[config.mk]
export PLATFORM = sky130hd
export DESIGN_NAME = boot_loader_flat
export DESIGN_NICKNAME = d
export VERILOG_FILES = /design/src/rtl/boot_pkg.sv /design/src/rtl/boot_loader_if.sv /design/src/rtl/byte_packer.sv /design/src/rtl/boot_loader.sv /design/src/flat_wrapper.sv
export SDC_FILE = /design/constraint.sdc
export NUM_CORES = 1
export LEC_CHECK = 0
export BUFFER_PORTS_ARGS = -buffer_cell sky130_fd_sc_hd__buf_2
export CORE_MARGIN = 1
export CORE_UTILIZATION = 51
export CTS_BUF_LIST = sky130_fd_sc_hd__clkbuf_16
export CTS_CLUSTER_SIZE = 40
export DETAILED_ROUTE_END_ITERATION = 6
export GPL_TIMING_DRIVEN = 1
export HOLD_SLACK_MARGIN = 0.15
export PLACE_DENSITY = 0.87
export SLEW_MARGIN = 10
export SYNTH_ARGS = -nofsm -noshare
export SYNTH_HDL_FRONTEND = slang
export SYNTH_HIERARCHICAL = 1
export SYNTH_SLANG_ARGS = --single-unit
[constraint.sdc]
create_clock -name clk -period 2.4 [get_ports clk]
set_input_delay 0.24 -clock clk [delete_from_list [all_inputs] [get_ports clk]]
set_output_delay 0.24 -clock clk [all_outputs]
set_load 0.01 [all_outputs]
[src/rtl/boot_pkg.sv]
// Shared types and constants for the boot loader: FSM state encoding and stream framing sizes.
package boot_pkg;

    typedef enum logic [2:0] {
        StLenLo,
        StLenHi,
        StData,
        StWriteLast,
        StDone,
        StErr
    } state_e;

    localparam int unsigned WORD_BYTES = 4;
    localparam int unsigned LEN_BYTES  = 2;

endpackage

[src/rtl/boot_loader_if.sv]
// Byte-stream valid/ready handshake feeding the boot loader.
interface boot_loader_if;

    logic       rx_valid;
    logic [7:0] rx_data;
    logic       rx_ready;

    modport master (output rx_valid, output rx_data, input rx_ready);
    modport slave  (input rx_valid, input rx_data, output rx_ready);

endinterface

[src/rtl/byte_packer.sv]
// Assembles little-endian words one byte lane at a time; complete_o strobes with the last lane.
module byte_packer
    import boot_pkg::*;
(
    input  logic                      clk_i,
    input  logic                      rst_i,
    input  logic                      clear_i,
    input  logic                      valid_i,
    input  logic [7:0]                data_i,
    output logic [WORD_BYTES*8-1:0]   word_o,
    output logic                      complete_o
);

    localparam int unsigned LaneW = $clog2(WORD_BYTES);

    logic [LaneW-1:0]        lane_q, lane_d;
    logic [WORD_BYTES*8-1:0] word_q, word_d;

    always_comb begin
        word_d = word_q;
        lane_d = lane_q;
        if (valid_i) begin
            word_d[{lane_q, 3'b000} +: 8] = data_i;
            lane_d = lane_q + LaneW'(1);
        end
    end

    // Word output includes the byte arriving this cycle so the write sees the full word.
    assign word_o     = word_d;
    assign complete_o = valid_i && (lane_q == LaneW'(WORD_BYTES - 1));

    always_ff @(posedge clk_i) begin
        if (rst_i || clear_i) begin
            lane_q <= '0;
            word_q <= '0;
        end else begin
            lane_q <= lane_d;
            word_q <= word_d;
        end
    end

endmodule

[src/rtl/boot_loader.sv]
// Streams a length-prefixed program image into instruction memory, holding the core in reset
// until the last word has been written.
module boot_loader
    import boot_pkg::*;
#(
    parameter int unsigned DEPTH_WORDS = 64,
    parameter logic [31:0] BASE_ADDR   = 32'h0
) (
    input  logic         clk,
    input  logic         rst,
    boot_loader_if.slave rx,
    input  logic         reload,
    output logic         imem_we,
    output logic [31:0]  imem_addr,
    output logic [31:0]  imem_wd,
    output logic         core_rst,
    output logic         done,
    output logic         err
);

    localparam int unsigned IdxW = $clog2(DEPTH_WORDS + 1);
    localparam int unsigned LenW = LEN_BYTES * 8;

    state_e          state_q, state_d;
    logic [LenW-1:0] len_q, len_d;
    logic [IdxW-1:0] idx_q, idx_d;
    logic            imem_we_q, imem_we_d;
    logic [31:0]     imem_addr_q, imem_addr_d;
    logic [31:0]     imem_wd_q, imem_wd_d;
    logic            core_rst_q, core_rst_d;
    logic            done_q, done_d;
    logic            err_q, err_d;

    logic            accept;
    logic            restart;
    logic            pack_valid;
    logic            word_complete;
    logic [31:0]     word;
    logic [LenW-1:0] len_full;

    assign rx.rx_ready = !rst && (state_q inside {StLenLo, StLenHi, StData});
    assign accept      = rx.rx_valid && rx.rx_ready;
    assign restart     = reload && (state_q inside {StDone, StErr});
    assign pack_valid  = accept && (state_q == StData);
    assign len_full    = {rx.rx_data, len_q[7:0]};

    byte_packer u_packer (
        .clk_i      (clk),
        .rst_i      (rst),
        .clear_i    (restart),
        .valid_i    (pack_valid),
        .data_i     (rx.rx_data),
        .word_o     (word),
        .complete_o (word_complete)
    );

    always_comb begin
        state_d     = state_q;
        len_d       = len_q;
        idx_d       = idx_q;
        imem_we_d   = 1'b0;
        imem_addr_d = imem_addr_q;
        imem_wd_d   = imem_wd_q;
        unique case (state_q)
            StLenLo: begin
                if (accept) begin
                    len_d[7:0] = rx.rx_data;
                    state_d    = StLenHi;
                end
            end
            StLenHi: begin
                if (accept) begin
                    len_d = len_full;
                    if (len_full == '0) begin
                        state_d = StDone;
                    end else if (32'(len_full) > DEPTH_WORDS) begin
                        state_d = StErr;
                    end else begin
                        state_d = StData;
                    end
                end
            end
            StData: begin
                if (word_complete) begin
                    imem_wd_d   = word;
                    imem_we_d   = 1'b1;
                    imem_addr_d = BASE_ADDR + (32'(idx_q) << 2);
                    // idx stops at N-1 so it never overruns the declared image length.
                    if (LenW'(idx_q) == len_q - LenW'(1)) begin
                        state_d = StWriteLast;
                    end else begin
                        idx_d = idx_q + IdxW'(1);
                    end
                end
            end
            StWriteLast: state_d = StDone;
            StDone, StErr: begin
                if (reload) begin
                    state_d     = StLenLo;
                    idx_d       = '0;
                    imem_addr_d = BASE_ADDR;
                end
            end
            default: state_d = StLenLo;
        endcase
        // Status rises one cycle into DONE/ERR and drops on the same edge that leaves it.
        done_d     = (state_q == StDone) && (state_d == StDone);
        err_d      = (state_q == StErr) && (state_d == StErr);
        core_rst_d = !done_d;
    end

    always_ff @(posedge clk) begin
        if (rst) begin
            state_q     <= StLenLo;
            len_q       <= '0;
            idx_q       <= '0;
            imem_we_q   <= 1'b0;
            imem_addr_q <= BASE_ADDR;
            imem_wd_q   <= '0;
            core_rst_q  <= 1'b1;
            done_q      <= 1'b0;
            err_q       <= 1'b0;
        end else begin
            state_q     <= state_d;
            len_q       <= len_d;
            idx_q       <= idx_d;
            imem_we_q   <= imem_we_d;
            imem_addr_q <= imem_addr_d;
            imem_wd_q   <= imem_wd_d;
            core_rst_q  <= core_rst_d;
            done_q      <= done_d;
            err_q       <= err_d;
        end
    end

    assign imem_we   = imem_we_q;
    assign imem_addr = imem_addr_q;
    assign imem_wd   = imem_wd_q;
    assign core_rst  = core_rst_q;
    assign done      = done_q;
    assign err       = err_q;

endmodule

[src/flat_wrapper.sv]
// flat-port wrapper written by rule: the top's interface ports become plain ports
module boot_loader_flat import boot_pkg::*;
#(
    parameter int unsigned DEPTH_WORDS = 64,
    parameter logic [31:0] BASE_ADDR   = 32'h0
)
  (clk, rst, reload, imem_we, imem_addr, imem_wd, core_rst, done, err, rx_rx_valid, rx_rx_data, rx_rx_ready);
  boot_loader_if rx_i ();
  input  logic clk;
  input  logic rst;
  input  logic reload;
  output logic imem_we;
  output logic [31:0] imem_addr;
  output logic [31:0] imem_wd;
  output logic core_rst;
  output logic done;
  output logic err;
  input wire logic [$bits(rx_i.rx_valid)-1:0] rx_rx_valid;
  input wire logic [$bits(rx_i.rx_data)-1:0] rx_rx_data;
  output wire logic [$bits(rx_i.rx_ready)-1:0] rx_rx_ready;
  assign rx_i.rx_valid = rx_rx_valid;
  assign rx_i.rx_data = rx_rx_data;
  assign rx_rx_ready = rx_i.rx_ready;
  boot_loader #(.DEPTH_WORDS(DEPTH_WORDS), .BASE_ADDR(BASE_ADDR)) u_core (.clk(clk), .rst(rst), .rx(rx_i), .reload(reload), .imem_we(imem_we), .imem_addr(imem_addr), .imem_wd(imem_wd), .core_rst(core_rst), .done(done), .err(err));
endmodule
### Word-level counts from Yosys, hierarchy flattened

Cells that the tools add are included.

| word-level totals | value |
|---|---|
| bits in registers | 128 |
| input port bits | 12 |
| output and inout port bits | 69 |
| logic and storage cells | 75 |

| operators by class | value |
|---|---|
| add/sub/neg operators | 4 |
| order comparisons | 1 |
| eq/ne operators | 12 |
| shift operators | 2 |
| multiplexer cells | 20 |
| bitwise operators | 2 |
| reduce and logical (&&, ||, !) cells | 22 |

Operators with widths:

| operator | count |
|---|---|
| $mux 32 | 3 |
| $pmux 32 s2 | 1 |
| $bwmux 32 | 1 |
| $shift 8x7->32 const A | 1 |
| $shiftx 8x7->32 | 1 |
| $mux 3 | 7 |
| $mux 7 | 3 |
| $eq 7x16->1 | 1 |
| $gt 16x7->1 const B | 1 |
| $logic_not 16->1 | 1 |
| $pmux 8 s2 | 1 |
| $sub 16x1->16 const B | 1 |
| $pmux 3 s5 | 1 |
| $pmux 7 s2 | 1 |
| $eq 3x3->1 const B | 4 |
| $mux 8 | 1 |
| $add 7x1->7 const B | 1 |
| $logic_and 1x1->1 | 7 |
| $neg 5->7 | 1 |
| $eq 3x2->1 const B | 2 |
| $ne 2x2->1 const B | 3 |
| $reduce_and 3->1 | 2 |
| $reduce_and 2->1 | 2 |
| $reduce_and 4->1 | 1 |
| other kinds (11) | 15 |

### Depth between registers and ports, before layout

| logic depth | value |
|---|---|
| depth after elaboration | 11 |
| mapped depth | 12 |

### Modules after synthesis

The synthesis kept the hierarchy.

By module, submodules not included:

| module | instances | cells an instance | area each (um^2) | seq. area each (um^2) |
|---|---|---|---|---|
| boot_loader | 1 | 414 | 3244.4 | 1381.3 |
| byte_packer | 1 | 160 | 1559.0 | 680.7 |

### Least setup slack after synthesis

OpenSTA, ideal clock, no wires.

| timing path | value |
|---|---|
| path kind | register -> register |
| start | register u_core.state_q[0] |
| end | register u_core.idx_q[2] |
| library setup time | 62 ps |
| arrival time | 2607 ps |
| data required time | 2338 ps |
| setup slack | -269 ps |
| cell stages (with the launch flop) | 13 |
| clock period less this slack | 2669 ps |
| path through | dfxtp_1 > clkbuf_8 > a211oi_1 > nand2_1 > nor2b_1 > nand2_1 > inv_1 > and2_1 > clkbuf_1 > nor2_1 > or4_1 > or2_1 > nand3_1 |

| on the way | value |
|---|---|
| word-level cells in the longest chain between the ends | 8 |

RTL lines:

| item | RTL line | text |
|---|---|---|
| start, declared | boot_loader.sv:24 | `state_e state_q, state_d;` |
| start signal, assigned | boot_loader.sv:114 | `state_q <= StLenLo;` |
| start signal, assigned | boot_loader.sv:124 | `state_q <= state_d;` |
| $eq 3x1->1, or another cell as far along | boot_loader.sv:41 | `assign rx.rx_ready = !rst && (state_q inside {StLenLo, StLenHi, StData});` |
| $reduce_bool 3->1 * | boot_loader.sv:41 |  |
| $logic_and 1x1->1 * | boot_loader.sv:41 |  |
| net rx_rx_ready | flat_wrapper.sv:20 | `output wire logic [$bits(rx_i.rx_ready)-1:0] rx_rx_ready;` |
| $logic_and 1x1->1 * | boot_loader.sv:42 | `assign accept = rx.rx_valid && rx.rx_ready;` |
| $logic_and 1x1->1 * | boot_loader.sv:44 | `assign pack_valid = accept && (state_q == StData);` |
| net u_core.pack_valid | boot_loader.sv:36 | `logic pack_valid;` |
| $logic_and 1x1->1 * | byte_packer.sv:30 | `assign complete_o = valid_i && (lane_q == LaneW'(WORD_BYTES - 1));` |
| net u_core.word_complete | boot_loader.sv:37 | `logic word_complete;` |
| $ne 2x2->1 (no line) * | -- |  |
| $reduce_and 4->1 (no line) * | -- |  |
| end signal, assigned | boot_loader.sv:126 | `idx_q <= idx_d;` |
| end, declared | boot_loader.sv:26 | `logic [IdxW-1:0] idx_q, idx_d;` |

Mark *: on every way through the listed nets, which the timed path passes. The rest lies on a longest branch.
A chain may end at the register's enable or synchronous reset.

### Worst setup path after layout

| timing path | value |
|---|---|
| start | register u_core.len_q[0] |
| end | register u_core.idx_q[6] |

| on the way | value |
|---|---|
| word-level cells in the longest chain between the ends | 4 |

RTL lines:

| item | RTL line | text |
|---|---|---|
| start, declared | boot_loader.sv:25 | `logic [LenW-1:0] len_q, len_d;` |
| start signal, assigned | boot_loader.sv:125 | `len_q <= len_d;` |
| $sub 16x1->16 | boot_loader.sv:89 | `if (LenW'(idx_q) == len_q - LenW'(1)) begin` |
| $eq 7x16->1 | boot_loader.sv:89 |  |
| $ne 2x2->1 (no line) | -- |  |
| $reduce_and 4->1 (no line) | -- |  |

Every way passes these cells.

==> impl_results.md <==
- CTS tree: built
- Remaining global-route overflow: 0
- Synth Area in Adders: under 10%
- Slew headroom: 59.8%
- Crit. path cell count: 7
- Worst skew pair latency: 0.35 ns
- Worst Max-Slew Pin Slew: approximately 0.60 ns
- Syn Area/Cell: roughly 8.4 um^2
- Crit Path Max Fanout: 7
- Area contributors post-synth: dfxtp_1, nand2_1, a21oi_1, buf_4, a32o_1
- Slew Limit Fails: 0
- Async S/R FF share, synth: 0%
- Placed insts: between 700 and 800
- Initial antenna violation count: 0
- Largest family of logic cells by synthesized area: simple AND/OR/NAND/NOR gates
- Mux share of post-synthesis cell area: under 10%
- Number of synthesized flops with an enable pin: 0
- Area Growth Syn to Fin: 16.5%
- PwrDens: between 600 and 700 mW/mm^2
- Critical path class: reg -> reg
- Initial Utilization: 52.2%
- Buf+Inv Stages, Crit Path: 0
- Setup crit end kind: register
- Synth cell types: 64
- Worst Hold Depth: 3
- Clock Path Buffers: 2
- Core box area: 0.00920 mm^2
- Synthesis-stage register bit count: just over 100
- FF/Latch Area: slightly above 0.002 mm^2
- CTS Sinks: about 100
- First-pass GRT wire length: 20000 um
- Clock root cell: clkbuf_16
- CTS HTree Levels: 3
- Cts bufs inserted: 9
- Cells after synthesis: roughly 570
- Io pins: 81
- Utilization after layout: between 60% and 70%
- Critical Path, Cell by Cell: or4_4, o21a_1, o211a_1, o31a_1, and4_4, or4_4, a21oi_2
- Post-synthesis sequential area ratio: between 40% and 50%
- Critical path launch point type: register
- Min-delay worst type: in -> reg
- Setup TNS Final: -0.192 ns
- Post-Route WL: 12500 um
- Leading area contributor after synthesis: dfxtp_1
- Maximum clock rate: ~400 MHz
- Iteration count of the initial detailed-routing pass: 7
- Leak: between 2 and 2.5 nW
- Antenna viol nets, final: 0
- Post-Synth Simple-Gate Area: 22.7%
- Synth Area in Compound Gates: between 15 and 20%
- CP delay by family, top: simple AND/OR/NAND/NOR gates
- Fin crit period: ~2.5 ns
- FP Rows: 35
- Share of cells above drive strength 1: 21.6%
- Synth Flop Type: dfxtp_1
- Critical path required time: ~2.7 ns
- Top cell by count, worst path: or4_4
- Crit path largest cell delay: roughly 0.54 ns
- Cell Area, Synth: about 0.0048 mm^2
- Largest net degree at the start of global routing: 60
- RD Place Congestion: roughly 0.93
- Die Ht: approximately 99 um
- Port bufs: 55
- Hold Fails Final Rpt: 0
- Unrepaired setup endpoints after global routing: yes
- Vias per cell: 5.99
- Post-Synth XOR/XNOR Area: approximately 1.3%
- Critical path's slowest cell: or4_4
- Final setup margin: -0.0804 ns
- Post-Layout Cell Count: 750
- Nets: approximately 650
- Most common library cells after synthesis: nand2_1, dfxtp_1, a21oi_1, nor2_1, buf_4
- Antenna fix cells: 0
- Die X: roughly 100 um
- Final period util: 103%
- Setup WS pre-CTS: -0.0564 ns
- # setup viols final: 4
- Hpwl dp: roughly 8200 um
- Via count: approximately 4500
- R2R cell count: 7
- 1st-iter DRT viols: roughly 380
- Run status: finished, violations left
- # DRC: 0
- FILL cells: 743
- Overall Power: ~3.4 mW
- Top-area cell type share of the netlist area: a little over two fifths
- Max Cap Violations: 0
- WP data arrival: around 2.8 ns
- Multi-input logic area: approximately 0.0025 mm^2
- DIE AREA: a little under 0.01 mm^2
- Vias in the first global route: between 4000 and 5000
- Worst VDD drop: around 0.55 mV
- Worst-path clk slew: ~0.07 ns
- WL/cell: between 15 and 20 um
- Yosys warnings: 6
- Top-count cell post-synth: nand2_1
- Total track usage: ~25%
- Skew final: about 0.0082 ns
- Failing checks: negative setup slack
[final cells by class]
cell class	instances	area share, %
Inverter	27	1.81
Clock inverter	7	0.983
Timing Repair Buffer	84	9.07
Clock buffer	9	4.02
Tap cell	111	2.48
Multi-Input combinational cell	409	44.7
Sequential cell	103	36.9
[kinds of logic after synthesis]
logic type | after synthesis
DFF | 103
buffers and inverters | 87
xor gates and xnor gates | 7
muxes | 9
adders and majority gates | 7
AOI/OAI and AO/OA | 134
other | 1
and+or+nand+nor | 226
[worst reg2reg max path: stages (launching register included)]
cell	delay (ns)
dfxtp_2	0.34
or4_4	0.54
o21a_1	0.22
o211a_1	0.22
o31a_1	0.34
and4_4	0.22
or4_4	0.42
a21oi_2	0.13
[metrics by stage]
step | area, um^2 | hold WS, ns
2_1_floorplan | 4930 | 0.331
3_3_place_gp | 5170 | 0.440
3_5_place_dp | 5170 | 0.446
4_1_cts | 5520 | 0.225
5_1_grt | 5600 | 0.246
6_report | 5600 | 0.230
[cell usage in the layout, fill, tap and decap left out, types with 3 or more instances in the layout]
cell	n
nand2b_1	4
a32oi_1	15
dfxtp_2	3
and2_1	3
nor3_2	5
a21oi_1	60
o211ai_1	4
conb_1	25
nor4_1	4
buf_4	27
mux2i_1	9
o21ai_0	7
dfxtp_1	100
inv_1	26
nor3_1	3
xnor2_1	5
nand2_1	111
ha_1	6
a31oi_1	3
clkbuf_16	9
nand3_1	5
a32o_1	15
or3_1	6
and3_1	3
a22o_1	14
nand4_1	7
nor2_1	39
buf_2	55
or2_2	3
nor2b_1	6
[power by group]
part	internal, mW	leakage [nW]	switching [mW]
registers	1.72	0.832	0.0203
logic	0.113	1.33	0.195
clock network	0.717	0.143	0.667
[flip-flops by register name, summed over array words and instances (netlist names)]
name,count
u_core/idx_q,7
u_core/u_packer/word_q,32
u_core/core_rst,1
u_core/done,1
u_core/imem_wd,32
u_core/state_q,3
u_core/imem_addr,7
u_core/len_q,16
u_core/u_packer/lane_q,2
u_core/imem_we,1
u_core/err,1
[worst paths after layout]
kind	start	to	slack, ns
max	u_core/len_q[0]	u_core/idx_q[6]	-0.08
min	rx_rx_data[5]	u_core/len_q[13]	0.23
max reg2reg	u_core/len_q[0]	u_core/idx_q[6]	-0.08
min reg2reg	u_core/imem_wd[3]	u_core/imem_wd[3]	0.45
[metal layers]
layer	share of wire, %	vias up	routed length, um	GRT usage [%]
met1	38	2132	4800	29.8
met3	6.2	59	772	4.82
li1	-	2082	-	-
met2	51	220	6350	44.8
met4	4.6	0	573	11.3
met5	0	-	0	0
[what timing repair did]
item                                    CTS  global route
cloned                                    1             0
buffers inserted                          1             0
gates resized for setup                   8            19
hold endpoints to repair                  1             0
pin swaps                                 8             7
hold buffers                              1             0
endpoints found under the setup margin    7            33
Power figures use the tool's default switching activity.
